===== config.mk =====
export PLATFORM = sky130hd
export DESIGN_NAME = mem_stage
export DESIGN_NICKNAME = d
export VERILOG_FILES = /design/src/rtl/mem_stage.sv
export SDC_FILE = /design/constraint.sdc
export NUM_CORES = 1
export LEC_CHECK = 0
export CAP_MARGIN = 20
export CELL_PAD_IN_SITES_DETAIL_PLACEMENT = 2
export CELL_PAD_IN_SITES_GLOBAL_PLACEMENT = 2
export CORE_ASPECT_RATIO = 1.4
export CORE_MARGIN = 5
export CORE_UTILIZATION = 25
export DETAILED_ROUTE_END_ITERATION = 7
export PLACE_DENSITY = 0.89
export SKIP_LAST_GASP = 1
export SLEW_MARGIN = 25
export SYNTH_ARGS = -nofsm -noshare
export SYNTH_HDL_FRONTEND = slang
export SYNTH_SLANG_ARGS = --single-unit

===== constraint.sdc =====
create_clock -name clk -period 1.8 [get_ports clk]
set_clock_uncertainty 0.1 [all_clocks]
set_input_delay 0.27 -clock clk [delete_from_list [all_inputs] [get_ports clk]]
set_output_delay 0.27 -clock clk [all_outputs]
set_load 0.1 [all_outputs]

===== src/rtl/mem_stage.sv =====
// mem_stage: memory-access stage of the CPU pipeline.
//
// Takes the execute-stage ALU result as the effective address and performs
// byte, halfword and word loads and stores over a request/acknowledge bus.
// It holds the pipeline (stall) while an access is in flight. It returns the
// aligned, sign- or zero-extended load data to write-back on mem_data.
//
// Ports:
//   clk, rst_n      stage clock (rising edge), asynchronous active-low reset
//   mem_read        current instruction is a load
//   mem_write       current instruction is a store
//   size            00 byte, 01 half, 10/11 word
//   load_unsigned   zero-extend the load result (otherwise sign-extend)
//   alu_result      effective address
//   store_data      right-aligned store value
//   stall           holds PC and upstream stages while high
//   mem_data        load result (0 on a misaligned access or a timeout)
//   misalign        misaligned access detected (combinational)
//   bus_err         one-cycle pulse in DONE when the access timed out
//   bus_req/we/addr/be/wdata   registered bus request fields
//   bus_ack, bus_rdata         slave completion and read data
//
// TIMEOUT (1..255) is the number of BUSY cycles without bus_ack after which
// the access is abandoned.
module mem_stage #(
    parameter int TIMEOUT = 255
) (
    input  logic        clk,
    input  logic        rst_n,
    input  logic        mem_read,
    input  logic        mem_write,
    input  logic [1:0]  size,
    input  logic        load_unsigned,
    input  logic [31:0] alu_result,
    input  logic [31:0] store_data,
    output logic        stall,
    output logic [31:0] mem_data,
    output logic        misalign,
    output logic        bus_err,
    output logic        bus_req,
    output logic        bus_we,
    output logic [31:0] bus_addr,
    output logic [3:0]  bus_be,
    output logic [31:0] bus_wdata,
    input  logic        bus_ack,
    input  logic [31:0] bus_rdata
);

    typedef enum logic [1:0] {IDLE, BUSY, DONE} state_t;

    // The counter holds the number of BUSY cycles already completed without
    // an ack, so the access is abandoned while it reads TIMEOUT-1.
    localparam logic [7:0] LAST_WAIT = 8'(TIMEOUT - 1);

    state_t      state, state_nxt;
    logic        access, misalign_c;
    logic        start, ack_hit, timeout_hit;
    logic [7:0]  wait_cnt;
    logic [1:0]  off_q, size_q;
    logic        uns_q, rd_q;
    logic [31:0] mem_data_q;

    function automatic logic [3:0] lane_enables(input logic [1:0] sz, input logic [1:0] off);
        case (sz)
            2'b00:   return 4'b0001 << off;
            2'b01:   return off[1] ? 4'b1100 : 4'b0011;
            default: return 4'b1111;
        endcase
    endfunction

    function automatic logic [31:0] lane_wdata(input logic [1:0] sz, input logic [31:0] data);
        case (sz)
            2'b00:   return {4{data[7:0]}};
            2'b01:   return {2{data[15:0]}};
            default: return data;
        endcase
    endfunction

    function automatic logic [31:0] load_extend(input logic [31:0] rdata, input logic [1:0] sz,
                                                input logic [1:0] off, input logic uns);
        logic [7:0]  b;
        logic [15:0] h;
        b = rdata[{off, 3'b000} +: 8];
        h = off[1] ? rdata[31:16] : rdata[15:0];
        case (sz)
            2'b00:   return uns ? {24'd0, b} : {{24{b[7]}}, b};
            2'b01:   return uns ? {16'd0, h} : {{16{h[15]}}, h};
            default: return rdata;
        endcase
    endfunction

    always_comb begin
        access     = mem_read | mem_write;
        misalign_c = ((size == 2'b01) && alu_result[0]) ||
                     (size[1] && (alu_result[1:0] != 2'b00));
    end

    always_ff @(posedge clk or negedge rst_n) begin
        if (!rst_n) state <= IDLE;
        else        state <= state_nxt;
    end

    always_comb begin
        state_nxt   = state;
        stall       = 1'b0;
        misalign    = 1'b0;
        start       = 1'b0;
        ack_hit     = 1'b0;
        timeout_hit = 1'b0;
        case (state)
            IDLE: begin
                if (access) begin
                    if (misalign_c) begin
                        misalign = 1'b1;
                    end else begin
                        stall     = 1'b1;
                        start     = 1'b1;
                        state_nxt = BUSY;
                    end
                end
            end
            BUSY: begin
                stall = 1'b1;
                if (bus_ack) begin
                    ack_hit   = 1'b1;
                    state_nxt = DONE;
                end else if (wait_cnt == LAST_WAIT) begin
                    timeout_hit = 1'b1;
                    state_nxt   = DONE;
                end
            end
            // The access still visible here belongs to the retiring
            // instruction, so DONE never starts a new one.
            DONE:    state_nxt = IDLE;
            default: state_nxt = IDLE;
        endcase
    end

    // A misaligned access must present 0 in the same cycle the pipeline
    // advances past it, hence the gate on top of the register.
    assign mem_data = misalign ? 32'd0 : mem_data_q;

    always_ff @(posedge clk or negedge rst_n) begin
        if (!rst_n) begin
            bus_req    <= 1'b0;
            bus_we     <= 1'b0;
            bus_addr   <= 32'd0;
            bus_be     <= 4'd0;
            bus_wdata  <= 32'd0;
            bus_err    <= 1'b0;
            mem_data_q <= 32'd0;
            wait_cnt   <= 8'd0;
            off_q      <= 2'd0;
            size_q     <= 2'd0;
            uns_q      <= 1'b0;
            rd_q       <= 1'b0;
        end else begin
            bus_err <= timeout_hit;
            if (start) begin
                bus_req   <= 1'b1;
                bus_we    <= mem_write;
                bus_addr  <= {alu_result[31:2], 2'b00};
                bus_be    <= lane_enables(size, alu_result[1:0]);
                bus_wdata <= lane_wdata(size, store_data);
                // Lane selection is kept locally so load extraction does not
                // depend on upstream holding its outputs during the stall.
                off_q     <= alu_result[1:0];
                size_q    <= size;
                uns_q     <= load_unsigned;
                rd_q      <= mem_read;
                wait_cnt  <= 8'd0;
            end
            if (misalign) mem_data_q <= 32'd0;
            if (ack_hit) begin
                bus_req <= 1'b0;
                if (rd_q) mem_data_q <= load_extend(bus_rdata, size_q, off_q, uns_q);
            end else if (timeout_hit) begin
                bus_req    <= 1'b0;
                mem_data_q <= 32'd0;
            end else if (state == BUSY) begin
                wait_cnt <= wait_cnt + 8'd1;
            end
        end
    end

endmodule


Yosys cells after proc, flatten, opt, wreduce, memory -nomap -nowiden
Cells that the tools add are included.
{"block": "word_totals", "regBits": 117, "latchBits": 0, "ram_bits": 0, "romBits": 0, "output_inout_bits": 105, "wordCells": 68, "memories": 0}
{"block": "op_classes", "add_sub_neg": 1, "multipliers": 0, "n_div": 0, "n_lt_le_gt_ge": 0, "n_eq_ne": 7, "shift": 2, "muxes": 35, "n_bitwise": 1, "n_reduce_logical": 9}
{"operator": "32-bit 2-to-1 mux", "n": 6}
{"operator": "32-bit case mux with 2 select lines", "n": 2}
{"operator": "8-bit 2-to-1 mux", "n": 4}
{"operator": "32-bit by 6-bit indexed part select with 8-bit output", "n": 1}
{"operator": "16-bit 2-to-1 mux", "n": 1}
{"operator": "1-bit 2-to-1 mux", "n": 14}
{"operator": "8-bit by 1-bit adder with 8-bit output (second input constant)", "n": 1}
{"operator": "8-bit == test (second input constant)", "n": 1}
{"operator": "2-bit 2-to-1 mux", "n": 4}
{"operator": "4-bit case mux with 2 select lines", "n": 1}
{"operator": "2-bit by 1-bit == test with 1-bit output (second input constant)", "n": 3}
{"operator": "2-bit zero test", "n": 3}
{"operator": "4-bit 2-to-1 mux", "n": 1}
{"operator": "2-bit inequality test (second input constant)", "n": 2}
{"operator": "2-bit case mux with 2 select lines", "n": 1}
{"operator": "1-bit by 2-bit << shifter with 4-bit output (first input constant)", "n": 1}
{"operator": "3-bit inequality test (second input constant)", "n": 1}
{"operator": "3-bit AND reduction", "n": 1}
{"operator": "3-bit nonzero test", "n": 1}
{"operator": "1-bit logical AND", "n": 2}
{"operator": "1-bit case mux with 2 select lines", "n": 1}
{"operator": "2-bit nonzero test", "n": 1}
{"operator": "1-bit logical OR", "n": 1}
{"operator": "1-bit bitwise OR", "n": 1}

Depth between registers and ports, before layout
{"block": "depth", "ltp_word": 10, "mapped_depth": 8, "depth_no_buf": 6}

Least setup slack after synthesis
Ideal clock, no wire load.
{"block": "synth_timing", "path_kind": "input port to output port", "startpoint": "input port size[0]", "endpoint": "output port stall", "arrival_time_ns": 2.424, "path_slack_ns": -0.994, "stages": 4, "n_path_buf": 1, "cell_sequence": "buf_2 nor2_2 o21ai_0 a21oi_1"}
{"block": "synth_via", "elab_chain_cells": 6}
{"item": "start, declared", "line": "32", "rtl": "input logic [1:0] size,"}
{"item": "2-bit by 1-bit == test with 1-bit output", "line": "94", "rtl": "misalign_c = ((size == 2'b01) && alu_result[0]) ||"}
{"item": "1-bit logical AND", "line": "94"}
{"item": "1-bit logical OR", "line": "94"}
{"item": "1-bit 2-to-1 mux", "line": "113", "rtl": "if (misalign_c) begin"}
{"item": "1-bit 2-to-1 mux", "line": "112", "rtl": "if (access) begin"}
{"item": "1-bit case mux with 2 select lines", "line": "110", "rtl": "case (state)"}
{"item": "end, declared", "line": "36", "rtl": "output logic stall,"}
Every way passes these cells.

Worst setup path in the final report
{"block": "layout_timing", "startpoint": "register state[0]", "endpoint": "output port mem_data[19]"}
{"block": "layout_via", "elab_chain_cells": 3}
{"item": "start, declared", "line": "55", "rtl": "state_t state, state_nxt;"}
{"item": "start signal, assigned", "line": "100", "rtl": "else state <= state_nxt;"}
{"item": "2-bit zero test", "line": "110"}
{"item": "1-bit 2-to-1 mux", "line": "110"}
{"item": "32-bit 2-to-1 mux", "line": "141", "rtl": "assign mem_data = misalign ? 32'd0 : mem_data_q;"}
{"item": "end, declared", "line": "37", "rtl": "output logic [31:0] mem_data,"}
Every way passes these cells.

==> impl_metrics.csv <==
group,metric,value,unit
critical_path,rr_startpoint,"state[0]",
power,power_frac_seq,19.0,%
floorplanning,placementRows,66,
logic_synthesis,yosysSeqAreaShare,50.4,%
finish,fin_util,50.2,%
outcome,status,"complete, but fails checks",
sta,rsz0062_at_grt,"yes",
clock_tree,cts_root_buf,"clkbuf_16",
floorplanning,die_area,0.0264,mm2
route,wl_met3,1.76,mm
global_routing,grt_pass1_vias,6958,
placed_design,dpl-instance-area,0.00989,mm2
route,met1_length,10.7,mm
critical_path,path_class,"reg2out",
sta,drv_slew,0,
logic_synthesis,synth.area.mux_share,15.2,%
power,peakVddDrop,1.37,mV
sta,fin_crit_sh,126,%
logic_synthesis,synth-xor-area-share,0.302,%
global_routing,antenna_found_initial,1,
sta,min_period,2270,ps
global_routing,grt_pass1_wl,46.2,mm
clock_tree,clkLatencyLatePin,440,ps
logic_synthesis,ys_warn_count,0,
finish,fill_cells,2148,
placed_design,place_congestion,0.765,
power,swShare,51.5,%
finish,multi_input_area,0.00298,mm2
critical_path,arrival,1900,ps
route,wl_per_cell,27.5,um
logic_synthesis,ys_ff_latch,117,
floorplanning,ios,209,
critical_path,crit_required,1430,ps
critical_path,reg2reg_to,"bus_wdata[18]",
logic_synthesis,synth_area_leaders,"dfrtp_1 50%, mux2_2 9.1%, mux2i_1 5.7%",
route,highest_layer,"met5",
logic_synthesis,syn_avg_cell_area,10.9,um2
logic_synthesis,synth_largest_area_cell,"dfrtp_1",
critical_path,cp_max_fo,8,
floorplanning,die_x,139,um
min_path,min_path_cells,4,
logic_synthesis,synth_fa_ha_area_share,0.431,%
finish,n_antenna_cell,0,
min_path,hold_path_class,"in2reg",
power,power_density,2240,mW/mm2
route,antenna_left,0,
finish,drive_gt1_share,46.2,%
critical_path,ff2ff_path_depth,10,
route,drt_iter0_drc,299,
min_path,whs_endpoint,"rd_q",
sta,relSlewSlack,49.4,%
clock_tree,cts_buffer_depth,2,
power,power,25.9,mW
logic_synthesis,synth_ff_type,"dfrtp_1",
logic_synthesis,ys_top_cells_by_count,"117 x dfrtp_1, 52 x nor2_1, 47 x mux2_2",
sta,finalWorstSetupSlack,-473,ps
outcome,failed_checks,"negative setup slack",
logic_synthesis,synth-simple-area-share,15.1,%
route,num_vias,5877,
min_path,holdCritStartpoint,"mem_read",
global_routing,track_usage,23.4,%
sta,setup_viol,134,
run,drv_cap,0,
floorplanning,start_util,25.2,%
clock_tree,cts.htree.levels,4,
power,combPwrFrac,67.1,%
floorplanning,core_area,0.0230,mm2
global_routing,grt_max_degree,32,
logic_synthesis,synth-compound-area-share,14.9,%
sta,worstMarginPinSlew,757,ps
logic_synthesis,netlist_instances,535,
finish,fin_area,0.0116,mm2
logic_synthesis,synth_top_family_by_area,"multiplexers",
route,wl_met2,18.9,mm
logic_synthesis,async_reset_ff_share,100,%
critical_path,rrSetupSlack,-430,ps
power,leakage,5.09,nW
clock_tree,cts_tree,"yes",
critical_path,worstSetupStartpointType,"flop",
clock_tree,clock_sinks,117,
finish,area_growth,99.2,%
placed_design,dp_hpwl,19.6,mm
finish,register_area,0.00293,mm2
route,wirelength,32.2,mm
logic_synthesis,synth_top_area_share,50.4,%
clock_tree,clkTransAtPathRegs,70,ps
route,first_pass_iters,4,
sta,clock.fmax,440,MHz
placed_design,io_buffers,206,
sta,hold_viol,0,
placed_design,pre_cts_ws,-680,ps
power,switchingPower,13.3,mW
power,intPower,12.6,mW
route,via_per_inst,5.01,
global_routing,grt_overflow,0,
route,drc_errors,0,
floorplanning,die-height,190,um
logic_synthesis,syn_area,0.00581,mm2
critical_path,end_kind,"output port",
logic_synthesis,synth_edf_count,0,
finish,nets,961,
power,clockPowerShare,13.8,%
logic_synthesis,ys_types,60,
logic_synthesis,synth_most_common_cell,"dfrtp_1",
clock_tree,cts_inserted_buffers,17,
## area by class of cell
cell class | instances | area share [%]
Timing Repair Buffer | 335 | 40.1
Multi-Input combinational cell | 377 | 25.8
Tap cell | 306 | 3.31
Inverter | 7 | 0.259
Sequential cell | 117 | 25.3
Clock buffer | 18 | 3.71
Clock inverter | 14 | 1.46
## power groups by stage
stage,Sequential [mW],Clock [mW],Combinational [mW]
3_5_place_dp,4.87,0,16.0
3_3_place_gp,4.77,0,15.7
5_1_grt,5.05,3.80,17.9
4_1_cts,4.87,3.58,17.1
2_1_floorplan,9.44,0,4.80
6_report,4.93,3.59,17.4
## layout by cell type (no fill, tap or decap), types with 7 or more instances in the layout
| master | netlist | layout |
|---|---|---|
| nor2_1 | 52 | 49 |
| nor2b_1 | 10 | 10 |
| mux2_2 | 47 | 43 |
| buf_6 | 1 | 22 |
| and2_4 | 0 | 32 |
| nand2_1 | 45 | 44 |
| a211oi_2 | 10 | 16 |
| o22ai_1 | 7 | 7 |
| nand3_1 | 9 | 9 |
| a21oi_1 | 26 | 19 |
| a221o_1 | 8 | 8 |
| buf_12 | 0 | 119 |
| mux2i_1 | 33 | 30 |
| o21ai_0 | 15 | 14 |
| clkdlybuf4s50_1 | 0 | 96 |
| a22o_1 | 18 | 18 |
| buf_4 | 8 | 73 |
| dfrtp_1 | 117 | 114 |
| clkbuf_16 | 0 | 18 |
## worst max-delay path, stage by stage (launching register included)
cell and delay [ps]:
dfrtp_2 440, nor2_4 130, nand4_1 120, buf_6 170, buf_12 150, buf_12 130
and2_4 160, buf_12 160
## sequential cells by signal, indices dropped and copies added (netlist names)
signal and flops:
bus_addr 30, bus_be 4, bus_err 1, bus_req 1, bus_wdata 32, bus_we 1, mem_data_q 32, off_q 2
rd_q 1, size_q 2, state 2, uns_q 1, wait_cnt 8
## layer usage
layer | up-vias | track usage [%]
met5 | - | 0
met4 | 2 | 8.55
met3 | 58 | 6.55
met2 | 255 | 47.0
met1 | 3000 | 22.3
li1 | 2562 | -
## cells by family after synthesis
logic type	Yosys count
mux	81
other cells	1
fa+ha+maj	2
compound gates	113
simple gates	176
buf+inv	43
xor+xnor	2
flops	117
## through the flow
| stage | TNS, ps | instances | hold slack, ps |
|---|---|---|---|
| after CTS | -40810 | 1163 | 198 |
| after global placement | -61080 | 1091 | 176 |
| after floorplan | -12730 | 536 | -126 |
| final | -40830 | 1174 | 238 |
| after detailed placement | -76660 | 1091 | 189 |
| after global routing | -44910 | 1174 | 260 |
## worst max-delay path by stage
stage / start / to / slack, ps / cells after the start
finish: state[0] / mem_data[19] / -470 / 7
global route: state[0] / mem_data[15] / -510 / 7
CTS: state[1] / mem_data[19] / -500 / 6
detailed placement: size[1] / mem_data_q[5] / -680 / 8
global placement: size[1] / mem_data[23] / -540 / 7
floorplan: size[0] / mem_data[11] / -360 / 7
## repair_timing
| action | in CTS | in global routing |
|---|---|---|
| setup buffers | 30 | 14 |
| gates cloned | 12 | 0 |
| setup endpoints to repair | 125 | 135 |
| resized for setup | 86 | 32 |
| hold buffers | 1 | 0 |
| endpoints found under the hold margin | 27 | 0 |
| pin swaps | 34 | 13 |
No activity file was read; power rests on OpenSTA's default activity.
